## src/rtl/uart_alu_pkg.sv

```systemverilog
// Shared constants and types for the UART packet ALU engine.
// Opcodes, FSM state encoding, framing constants and link timing.
package uart_alu_pkg;

  localparam logic [7:0] OP_ECHO = 8'hEC;
  localparam logic [7:0] OP_ADD  = 8'hA0;
  localparam logic [7:0] OP_MUL  = 8'hA1;

  localparam int         HDR_LEN  = 4;
  localparam logic [7:0] ERR_BYTE = 8'hEE;

  localparam int BAUD_RATE   = 115200;
  localparam int CLK_FREQ_HZ = 50_000_000;

  typedef enum logic [3:0] {
    IDLE,
    RSV,
    LEN_LO,
    LEN_HI,
    ECHO,
    COLLECT,
    COMPUTE,
    SEND,
    DRAIN
  } state_t;

  function automatic logic is_arith(input logic [7:0] op);
    return (op == OP_ADD) || (op == OP_MUL);
  endfunction

endpackage

```

## src/rtl/uart_alu_acc.sv

```systemverilog
// Operand assembler and add/mul reducer; bytes shift in LSB-first, a completed
// operand stays pending until the FSM strobes fold (result already includes it).
module uart_alu_acc
  import uart_alu_pkg::*;
#(
  parameter int width_p     = 32,
  parameter int cnt_width_p = 16
) (
  input  logic               clk,
  input  logic               rst,
  input  logic               clear,
  input  logic               load,
  input  logic               fold,
  input  logic               mul,
  input  logic [7:0]         byte_in,
  output logic               pending,
  output logic [width_p-1:0] result
);

  localparam logic [3:0] LAST_BYTE = 4'(width_p / 8 - 1);

  logic [width_p-1:0]     op_sr;
  logic [width_p-1:0]     acc;
  logic [width_p-1:0]     folded;
  logic [3:0]             byte_cnt;
  logic [cnt_width_p-1:0] op_cnt;

  always_comb begin
    folded = op_sr;
    if (op_cnt != '0) begin
      if (mul) folded = acc * op_sr;
      else     folded = acc + op_sr;
    end
    result = pending ? folded : acc;
  end

  always_ff @(posedge clk or posedge rst) begin
    if (rst) begin
      op_sr    <= '0;
      acc      <= '0;
      byte_cnt <= '0;
      pending  <= 1'b0;
      op_cnt   <= '0;
    end else if (clear) begin
      op_sr    <= '0;
      acc      <= '0;
      byte_cnt <= '0;
      pending  <= 1'b0;
      op_cnt   <= '0;
    end else begin
      if (fold) begin
        acc     <= folded;
        op_cnt  <= op_cnt + cnt_width_p'(1);
        pending <= 1'b0;
      end
      // A new completion in the same cycle as a fold re-arms pending.
      if (load) begin
        op_sr <= (op_sr >> 8) | (width_p'(byte_in) << (width_p - 8));
        if (byte_cnt == LAST_BYTE) begin
          byte_cnt <= '0;
          pending  <= 1'b1;
        end else begin
          byte_cnt <= byte_cnt + 4'd1;
        end
      end
    end
  end

endmodule

```

## src/rtl/uart_alu_engine.sv

```systemverilog
// Length-framed packet ALU between UART RX/TX byte streams (echo, add, mul).
// First result byte 2 cycles after last RX byte; RX held off in COMPUTE/SEND. Option: UART_ALU_ERR_RESP_EN.
module uart_alu_engine
  import uart_alu_pkg::*;
#(
  parameter int datawidth_p     = 8,
  parameter int operand_width_p = 32,
  parameter int len_width_p     = 16
) (
  input  logic                   clk_i,
  input  logic                   rst_i,
  input  logic [datawidth_p-1:0] rx_data_i,
  input  logic                   rx_valid_i,
  output logic                   rx_ready_o,
  output logic [datawidth_p-1:0] tx_data_o,
  output logic                   tx_valid_o,
  input  logic                   tx_ready_i,
  output logic                   busy_o,
  output logic [7:0]             err_count_o
);

  localparam int NB = operand_width_p / 8;

  state_t state, state_d;

  logic [7:0]                 opcode;
  logic [7:0]                 len_lo;
  logic [len_width_p-1:0]     remaining;
  logic [len_width_p-1:0]     pkt_len;
  logic [operand_width_p-1:0] res_sr;
  logic [operand_width_p-1:0] res_shift;
  logic [3:0]                 send_cnt;
  logic [7:0]                 tx_dat;
  logic                       tx_vld;
  logic [7:0]                 err_cnt;

  logic rdy, tx_fire, bad;
  logic op_load, len_lo_load, rem_load, rem_dec;
  logic acc_clear, acc_load, acc_fold;
  logic tx_echo, tx_res, tx_err, tx_next, tx_done, err_inc;
  logic                       pending;
  logic [operand_width_p-1:0] result;

  assign pkt_len   = len_width_p'({rx_data_i, len_lo});
  assign res_shift = res_sr >> 8;
  assign tx_fire   = tx_vld & tx_ready_i;

  assign rx_ready_o  = rdy & ~rst_i;
  assign tx_valid_o  = tx_vld;
  assign tx_data_o   = tx_dat;
  assign busy_o      = (state != IDLE);
  assign err_count_o = err_cnt;

  uart_alu_acc #(
    .width_p     (operand_width_p),
    .cnt_width_p (len_width_p)
  ) u_acc (
    .clk     (clk_i),
    .rst     (rst_i),
    .clear   (acc_clear),
    .load    (acc_load),
    .fold    (acc_fold),
    .mul     (opcode == OP_MUL),
    .byte_in (rx_data_i),
    .pending (pending),
    .result  (result)
  );

  always_ff @(posedge clk_i or posedge rst_i) begin
    if (rst_i) state <= IDLE;
    else       state <= state_d;
  end

  always_comb begin
    state_d     = state;
    rdy         = 1'b0;
    bad         = 1'b0;
    op_load     = 1'b0;
    len_lo_load = 1'b0;
    rem_load    = 1'b0;
    rem_dec     = 1'b0;
    acc_clear   = 1'b0;
    acc_load    = 1'b0;
    acc_fold    = 1'b0;
    tx_echo     = 1'b0;
    tx_res      = 1'b0;
    tx_err      = 1'b0;
    tx_next     = 1'b0;
    tx_done     = 1'b0;
    err_inc     = 1'b0;
    case (state)
      IDLE: begin
        rdy = 1'b1;
        if (rx_valid_i) begin
          op_load   = 1'b1;
          acc_clear = 1'b1;
          state_d   = RSV;
        end
      end
      RSV: begin
        rdy = 1'b1;
        if (rx_valid_i) state_d = LEN_LO;
      end
      LEN_LO: begin
        rdy = 1'b1;
        if (rx_valid_i) begin
          len_lo_load = 1'b1;
          state_d     = LEN_HI;
        end
      end
      LEN_HI: begin
        rdy = 1'b1;
        if (rx_valid_i) begin
          rem_load = 1'b1;
          if (pkt_len < len_width_p'(HDR_LEN)) begin
            bad = 1'b1;
          end else if (pkt_len == len_width_p'(HDR_LEN)) begin
            if (opcode == OP_ECHO)     state_d = IDLE;
            else if (is_arith(opcode)) state_d = COMPUTE;
            else                       bad     = 1'b1;
          end else begin
            if (opcode == OP_ECHO)     state_d = ECHO;
            else if (is_arith(opcode)) state_d = COLLECT;
            else                       state_d = DRAIN;
          end
        end
      end
      ECHO: begin
        rdy = (!tx_vld || tx_ready_i) && (remaining != '0);
        if (rx_valid_i && rdy) begin
          tx_echo = 1'b1;
          rem_dec = 1'b1;
        end else if (tx_fire) begin
          tx_done = 1'b1;
        end
        if (remaining == '0 && (!tx_vld || tx_fire)) state_d = IDLE;
      end
      COLLECT: begin
        rdy      = 1'b1;
        acc_fold = pending;
        if (rx_valid_i) begin
          acc_load = 1'b1;
          rem_dec  = 1'b1;
          if (remaining == len_width_p'(1)) state_d = COMPUTE;
        end
      end
      COMPUTE: begin
        acc_fold = pending;
        tx_res   = 1'b1;
        state_d  = SEND;
      end
      SEND: begin
        if (tx_fire) begin
          if (send_cnt == 4'd0) begin
            tx_done = 1'b1;
            state_d = IDLE;
          end else begin
            tx_next = 1'b1;
          end
        end
      end
      DRAIN: begin
        rdy = 1'b1;
        if (rx_valid_i) begin
          rem_dec = 1'b1;
          if (remaining == len_width_p'(1)) bad = 1'b1;
        end
      end
      default: state_d = IDLE;
    endcase

    if (bad) begin
      err_inc = 1'b1;
`ifdef UART_ALU_ERR_RESP_EN
      tx_err  = 1'b1;
      state_d = SEND;
`else
      state_d = IDLE;
`endif
    end
  end

  always_ff @(posedge clk_i or posedge rst_i) begin
    if (rst_i) begin
      opcode    <= '0;
      len_lo    <= '0;
      remaining <= '0;
      res_sr    <= '0;
      send_cnt  <= '0;
      tx_dat    <= '0;
      tx_vld    <= 1'b0;
      err_cnt   <= '0;
    end else begin
      if (op_load)     opcode <= rx_data_i;
      if (len_lo_load) len_lo <= rx_data_i;

      if (rem_load)     remaining <= pkt_len - len_width_p'(HDR_LEN);
      else if (rem_dec) remaining <= remaining - len_width_p'(1);

      if (err_inc && err_cnt != 8'hFF) err_cnt <= err_cnt + 8'd1;

      if (tx_res) begin
        res_sr   <= result;
        tx_dat   <= result[7:0];
        tx_vld   <= 1'b1;
        send_cnt <= 4'(NB - 1);
      end else if (tx_err) begin
        tx_dat   <= ERR_BYTE;
        tx_vld   <= 1'b1;
        send_cnt <= 4'd0;
      end else if (tx_echo) begin
        tx_dat <= rx_data_i;
        tx_vld <= 1'b1;
      end else if (tx_next) begin
        res_sr   <= res_shift;
        tx_dat   <= res_shift[7:0];
        send_cnt <= send_cnt - 4'd1;
      end else if (tx_done) begin
        tx_vld <= 1'b0;
      end
    end
  end

endmodule

```

## config.mk

```make
export PLATFORM = sky130hd
export DESIGN_NAME = uart_alu_engine
export DESIGN_NICKNAME = d
export VERILOG_FILES = /design/src/rtl/uart_alu_pkg.sv /design/src/rtl/uart_alu_acc.sv /design/src/rtl/uart_alu_engine.sv
export SDC_FILE = /design/constraint.sdc
export NUM_CORES = 2
export LEC_CHECK = 0
export ABC_AREA = 1
export ABC_CLOCK_PERIOD_IN_PS = 6200
export BUFFER_PORTS_ARGS = -buffer_cell sky130_fd_sc_hd__buf_2
export CORE_MARGIN = 2
export CORE_UTILIZATION = 35
export CTS_BUF_LIST = sky130_fd_sc_hd__clkbuf_4
export CTS_CLUSTER_DIAMETER = 50
export DETAILED_ROUTE_END_ITERATION = 8
export SKIP_CTS_REPAIR_TIMING = 1
export SLEW_MARGIN = 20
export SYNTH_ARGS = -nofsm -noshare
export SYNTH_HDL_FRONTEND = slang
export SYNTH_SLANG_ARGS = --single-unit
export TNS_END_PERCENT = 10
```

## constraint.sdc

```tcl
create_clock -name clk_i -period 6.2 [get_ports clk_i]
set_input_delay 1.24 -clock clk_i [delete_from_list [all_inputs] [get_ports clk_i]]
set_output_delay 1.24 -clock clk_i [all_outputs]
set_load 0.02 [all_outputs]
```

=== Yosys cells after proc, flatten, opt, wreduce, memory -nomap -nowiden ===
Cells that the tools add are included.

* Register bits after elaboration: 174
* Latch bits: 0
* Bits in writable memories: 0
* Bits in read-only memories: 0
* Input port bits: 12
* Logic and storage cells: 158
* Memories kept: 0

* $add $sub $neg: 7
* Multipliers: 1
* Div/mod/pow operators: 0
* $lt $le $gt $ge: 1
* Equal/unequal tests: 29
* Shift-type cells: 0
* Muxes and demuxes: 76
* Bitwise gates (word level): 4
* Reductions and logical operators: 26

{| class="wikitable"
|+ Operators by type and width
! cell !! number
|-
| 2-to-1 mux 32 bit || 10
|-
| 2-to-1 mux 4 bit || 22
|-
| 2-to-1 mux 16 bit || 4
|-
| one-hot mux 4 bit (9 select lines) || 1
|-
| != test 3 bit, second input constant || 11
|-
| adder 32 bit || 1
|-
| multiplier 32 x 32 -> 32 bit || 1
|-
| 2-to-1 mux 1 bit || 32
|-
| bitwise OR 24 x 32 -> 32 bit || 1
|-
| nonzero test 16 bit || 2
|-
| equality test 8 bit, second input constant || 3
|-
| 2-to-1 mux 8 bit || 3
|-
| adder 16 x 1 -> 16 bit, second input constant || 1
|-
| equality test 16 x 1 -> 1 bit, second input constant || 1
|-
| equality test 16 x 3 -> 1 bit, second input constant || 1
|-
| equality test 4 x 3 -> 1 bit, second input constant || 4
|-
| zero test 16 bit || 1
|-
| < comparator 16 x 3 -> 1 bit, second input constant || 1
|-
| subtractor 16 x 1 -> 16 bit, second input constant || 1
|-
| subtractor 16 x 3 -> 16 bit, second input constant || 1
|-
| equality test 4 x 2 -> 1 bit, second input constant || 3
|-
| AND reduction 12 bit || 1
|-
| adder 8 x 1 -> 8 bit, second input constant || 1
|-
| zero test 4 bit || 2
|-
| other kinds (20) || 35
|}

=== Depth between registers and ports, before layout ===
* Depth in word-level cells: 10
* Depth in mapped cells: 37

=== Modules after synthesis ===
Synthesis repeated with hierarchy kept, for this count alone.

* Cell total of the unflattened synthesis: 3776
* Area, all modules: 27674.0 µm²

{| class="wikitable"
|+ By module, submodules not included
! module !! instances !! cells an instance !! area an instance (µm²) !! sequential area each (µm²)
|-
| uart_alu_acc || 1 || 3129 || 22826.9 || 2127.0
|-
| uart_alu_engine || 1 || 647 || 4847.1 || 2026.9
|}

=== Least setup slack after synthesis ===
Ideal clock, no wire load.

* Kind: register to register
* Start: reg u_acc.acc[12]
* End: reg res_sr[27]
* Arrival time: 6.560 ns
* Required time: 6.084 ns
* Setup slack: -0.476 ns
* Cell stages (with the launch flop): 35
* Clock period less this slack: 6.676 ns
* Cell sequence: dfrtp_1 clkbuf_1 buf_1 nand2_1 inv_1 fa_1 fa_1 fa_1 inv_1 fa_1 inv_1 fa_1 inv_1 fa_1 inv_1 fa_1 fa_1 ha_1 nand2_1 nor2_1 inv_1 nor3_1 nand2_1 nand2_1 nand3_1 nand2_1 nand2_1 nand2_1 nand2_1 nand3_1 nand3_1 nand3_1 nand3_1 nand2_1 nand2_1

* Cells in the longest elaborated chain, start to end: 5
* Elaborated cells on any way between the ends: 6

{| class="wikitable"
|+ Ends and longest elaborated chain
! what !! line !! text
|-
| from (decl) || uart_alu_acc.sv:23 || <nowiki>logic [width_p-1:0] acc;</nowiki>
|-
| from (signal assigned) || uart_alu_acc.sv:52 || <nowiki>acc <= folded;</nowiki>
|-
| multiplier 32 x 32 -> 32 bit or adder 32 bit (tied branches) || uart_alu_acc.sv:31, uart_alu_acc.sv:32 ||
|-
| 2-to-1 mux 32 bit * || uart_alu_acc.sv:31 || <nowiki>if (mul) folded = acc * op_sr;</nowiki>
|-
| 2-to-1 mux 32 bit * || uart_alu_acc.sv:30 || <nowiki>if (op_cnt != '0) begin</nowiki>
|-
| 2-to-1 mux 32 bit * || uart_alu_acc.sv:34 || <nowiki>result = pending ? folded : acc;</nowiki>
|-
| 2-to-1 mux 32 bit * || uart_alu_engine.sv:202 || <nowiki>if (tx_res) begin</nowiki>
|-
| to (signal assigned) || uart_alu_engine.sv:203 || <nowiki>res_sr <= result;</nowiki>
|-
| to (signal assigned) || uart_alu_engine.sv:215 || <nowiki>res_sr <= res_shift;</nowiki>
|-
| to (decl) || uart_alu_engine.sv:30 || <nowiki>logic [operand_width_p-1:0] res_sr;</nowiki>
|}

Mark *: on every way between the ends. The rest lies on a longest branch, timed or not.
A chain may end at the register's enable or synchronous reset.

=== Worst setup path after layout ===
* Start: reg u_acc.op_sr[2]
* End: reg res_sr[30]

* Cells in the longest elaborated chain, start to end: 5
* Elaborated cells on any way between the ends: 6

{| class="wikitable"
|+ Ends and longest elaborated chain
! what !! line !! text
|-
| from (decl) || uart_alu_acc.sv:22 || <nowiki>logic [width_p-1:0] op_sr;</nowiki>
|-
| from (signal assigned) || uart_alu_acc.sv:58 || <nowiki>op_sr <= (op_sr >> 8) | (width_p'(byte_in) << (width_p - 8));</nowiki>
|-
| multiplier 32 x 32 -> 32 bit or adder 32 bit (tied branches) || uart_alu_acc.sv:31, uart_alu_acc.sv:32 ||
|-
| 2-to-1 mux 32 bit * || uart_alu_acc.sv:31 ||
|-
| 2-to-1 mux 32 bit * || uart_alu_acc.sv:30 ||
|-
| 2-to-1 mux 32 bit * || uart_alu_acc.sv:34 ||
|-
| 2-to-1 mux 32 bit * || uart_alu_engine.sv:202 ||
|}

Marked as above.

==> reports/metrics.yaml <==
status: "finished, violations left"
violations: "setup timing"
synth.distinct_cells: 55
syn_nets: 4318
clock-sinks: 166
hp-start: "opcode[1]"
fmax_mhz: 145
whs_ps: 507
setup_violations: 43
power_density_mw_per_mm2: 104
hold_path_end: "opcode[1]"
grt_pass1_wl_um: 147000
clk_latency_ps: 650
avgViaCountPerCell: 4.90
finalWeightedCongestion: 0.975
overflow: 0
critPathMaxFanout: 5
max_slew_margin_pct: 26.2
final_area_mm2: 0.0322
cp_data_arrival_time_ps: 7450
slowest_stage: "fa_1"
ant_nets: 0
grt_pass1_vias: 24800
peakVddDrop_uv: 261
dr.first_iter.drc_count: 2032
port_buffers: 30
worst_slack_ps: -713
min_period_ps: 6910
reg2regPathDepth: 28
rsz0062_at_grt: "true"
rows: 102
hpwl_um: 78000
drt_wl_total_um: 94100
critPathRequiredTime_ps: 6740
dieArea_mm2: 0.0801
numCtsBuffers: 17
dr_total_vias: 24700
cts_tree: "built"
endpoint_kind: "register"
clockBufferDepth: 2
core-area_mm2: 0.0772
clock_skew_ps: 31.5
crit_type: "reg -> reg"
crit_start: "u_acc.op_sr[2]"
syn_area_per_cell_um2: 7.30
place_area_mm2: 0.0312
max_stage_delay_ps: 560
synth.most_common_cell: "nand2_1"
yosys_register_bits: 166
grt_start_max_net_pins: 81
grtUsageTotal_pct: 23.8
synth_common_cells: "nand2_1 (979), inv_1 (943), fa_1 (409)"
utilization_pct: 41.8
start_util_pct: 35.3
critPathLaunchType: "register"
route.detailed.wl_per_inst_um: 18.7
hold_path.class: "reg -> reg"
final_hold_viol_count: 0
slew_violations: 0
die_w_um: 283
postSynth.asyncResetShare_pct: 100
die_h_um: 283
drc: 0
root_buffer: "clkbuf_4"
post-route-period-util_pct: 111
synth-edff-count: 0
synth_largest_area_cell: "fa_1"
drtPass1Iterations: 6
place_inst: 4989
antenna_found_initial: 1
syn_inst: 3734
setup_tns_ps: -19230
drive_above_1_share_pct: 14.5
seq_area_frac_synth_pct: 15.2
synth.area.top_cells: "fa_1 (30%), dfrtp_1 (15%), nand2_1 (13%), inv_1 (13%), ha_1 (7.5%)"
io_pins: 31
ff2ff_setup_slack_ps: -710
worst_pin_slew_ps: 1100
power.leakage_uw: 0.0181
cts_htree_levels: 4
syn_to_final_growth_pct: 18.4
maxCapViolCount: 0
r2r-start: "u_acc.op_sr[2]"
clk_pin_slew_ps: 160
synth_warnings: 0
synth_area_mm2: 0.0272
synth_top_area_share_pct: 30.1
holdPathStages: 2
fin_nets: 4562
fin_cells: 5032
synthFlopType: "dfrtp_1"
cpMostUsedCell: "fa_1"
worstReg2RegEnd: "res_sr[30]"
[registers in the layout (all words and copies together), names as in the netlist]
register and count:
remaining 16, res_sr 24, u_acc.byte_cnt 4, state 4, u_acc.acc 32, u_acc.op_sr 32, err_count_o 8, tx_data_o 8
u_acc.op_cnt 16, send_cnt 4, u_acc.pending 1, tx_valid_o 1, len_lo 8, opcode 8
[area by class of cell]
class / count / area [µm²]
Inverter: 954 / 3590
Multi-Input combinational cell: 2454 / 19500
Clock inverter: 14 / 196
Antenna cell: 1 / 2.50
Sequential cell: 166 / 4170
Fill cell: 7951 / 45000
Tap cell: 1040 / 1300
Clock buffer: 18 / 135
Timing Repair Buffer: 385 / 3370
[through the flow]
step	power [µW]	worst slack, ps
global placement	2550	-1030
finish	3340	-713
detailed placement	2560	-1000
floorplan	2190	-281
global route	3540	-981
CTS	3340	-1040
[routing by layer]
metal	up-vias	share of wire [%]	track usage [%]
met5	-	0	0
met4	0	4.1	8.90
met3	179	7.0	3.57
met2	851	47	39.0
met1	12000	42	31.9
li1	11600	-	-
[kinds of logic (layout without fill, tap and decap cells)]
family          count (synthesis)  count (layout)  share of synthesized area [%]
buf+inv                      1114            1371                           15.4
simple gates                 1346            1346                           20.4
compound gates                485             485                           9.78
fa+ha+maj                     572             572                           37.5
xor+xnor                       51              51                           1.64
other cells                     0               1                              0
flops                         166             166                           15.2
[worst max path at each step]
stage / endpoint / depth (start not counted) / slack [ps]
global placement: res_sr[29] / 24 / -1030
finish: res_sr[30] / 28 / -710
global route: res_sr[30] / 28 / -980
floorplan: res_sr[30] / 29 / -280
CTS: res_sr[30] / 28 / -1040
detailed placement: res_sr[29] / 24 / -1000
[worst max-delay path, delay by kind of cell, from the launching register on]
kind	cells	cell delay, ps
adder cells (fa/ha/maj)	9	4390
buffers and inverters	8	640
AND/OR/NAND/NOR	8	1000
flip-flops	1	440
AO/OA/AOI/OAI	3	320
[cells in the final DEF (no fill, tap or decap), drive strengths merged, types with 4 or more instances in the layout]
cell and count:
inv 955, xor2 34, ha 163, a21oi 160, buf 385, clkbuf 18
a31oi 19, fa 409, o21bai 5, o31ai 4, bufinv 4, o22ai 32
nand2 981, nand3 124, o21a 5, o211ai 18, xnor2 17, or2 7
clkinvlp 4, nand4 18, a211oi 5, a21o 5, o21ai 215, a21boi 5
nor3 31, dfrtp 166, clkinv 5, nor4 14, nor2 161, nand3b 6
[report_power, final]
part | total [µW] | internal [µW] | switching, µW
clock | 779 | 328 | 451
sequential | 1540 | 1320 | 218
combinational | 1030 | 326 | 701
total | 3340 | 1970 | 1370
Note: power is estimated with default switching activity, not from simulation.
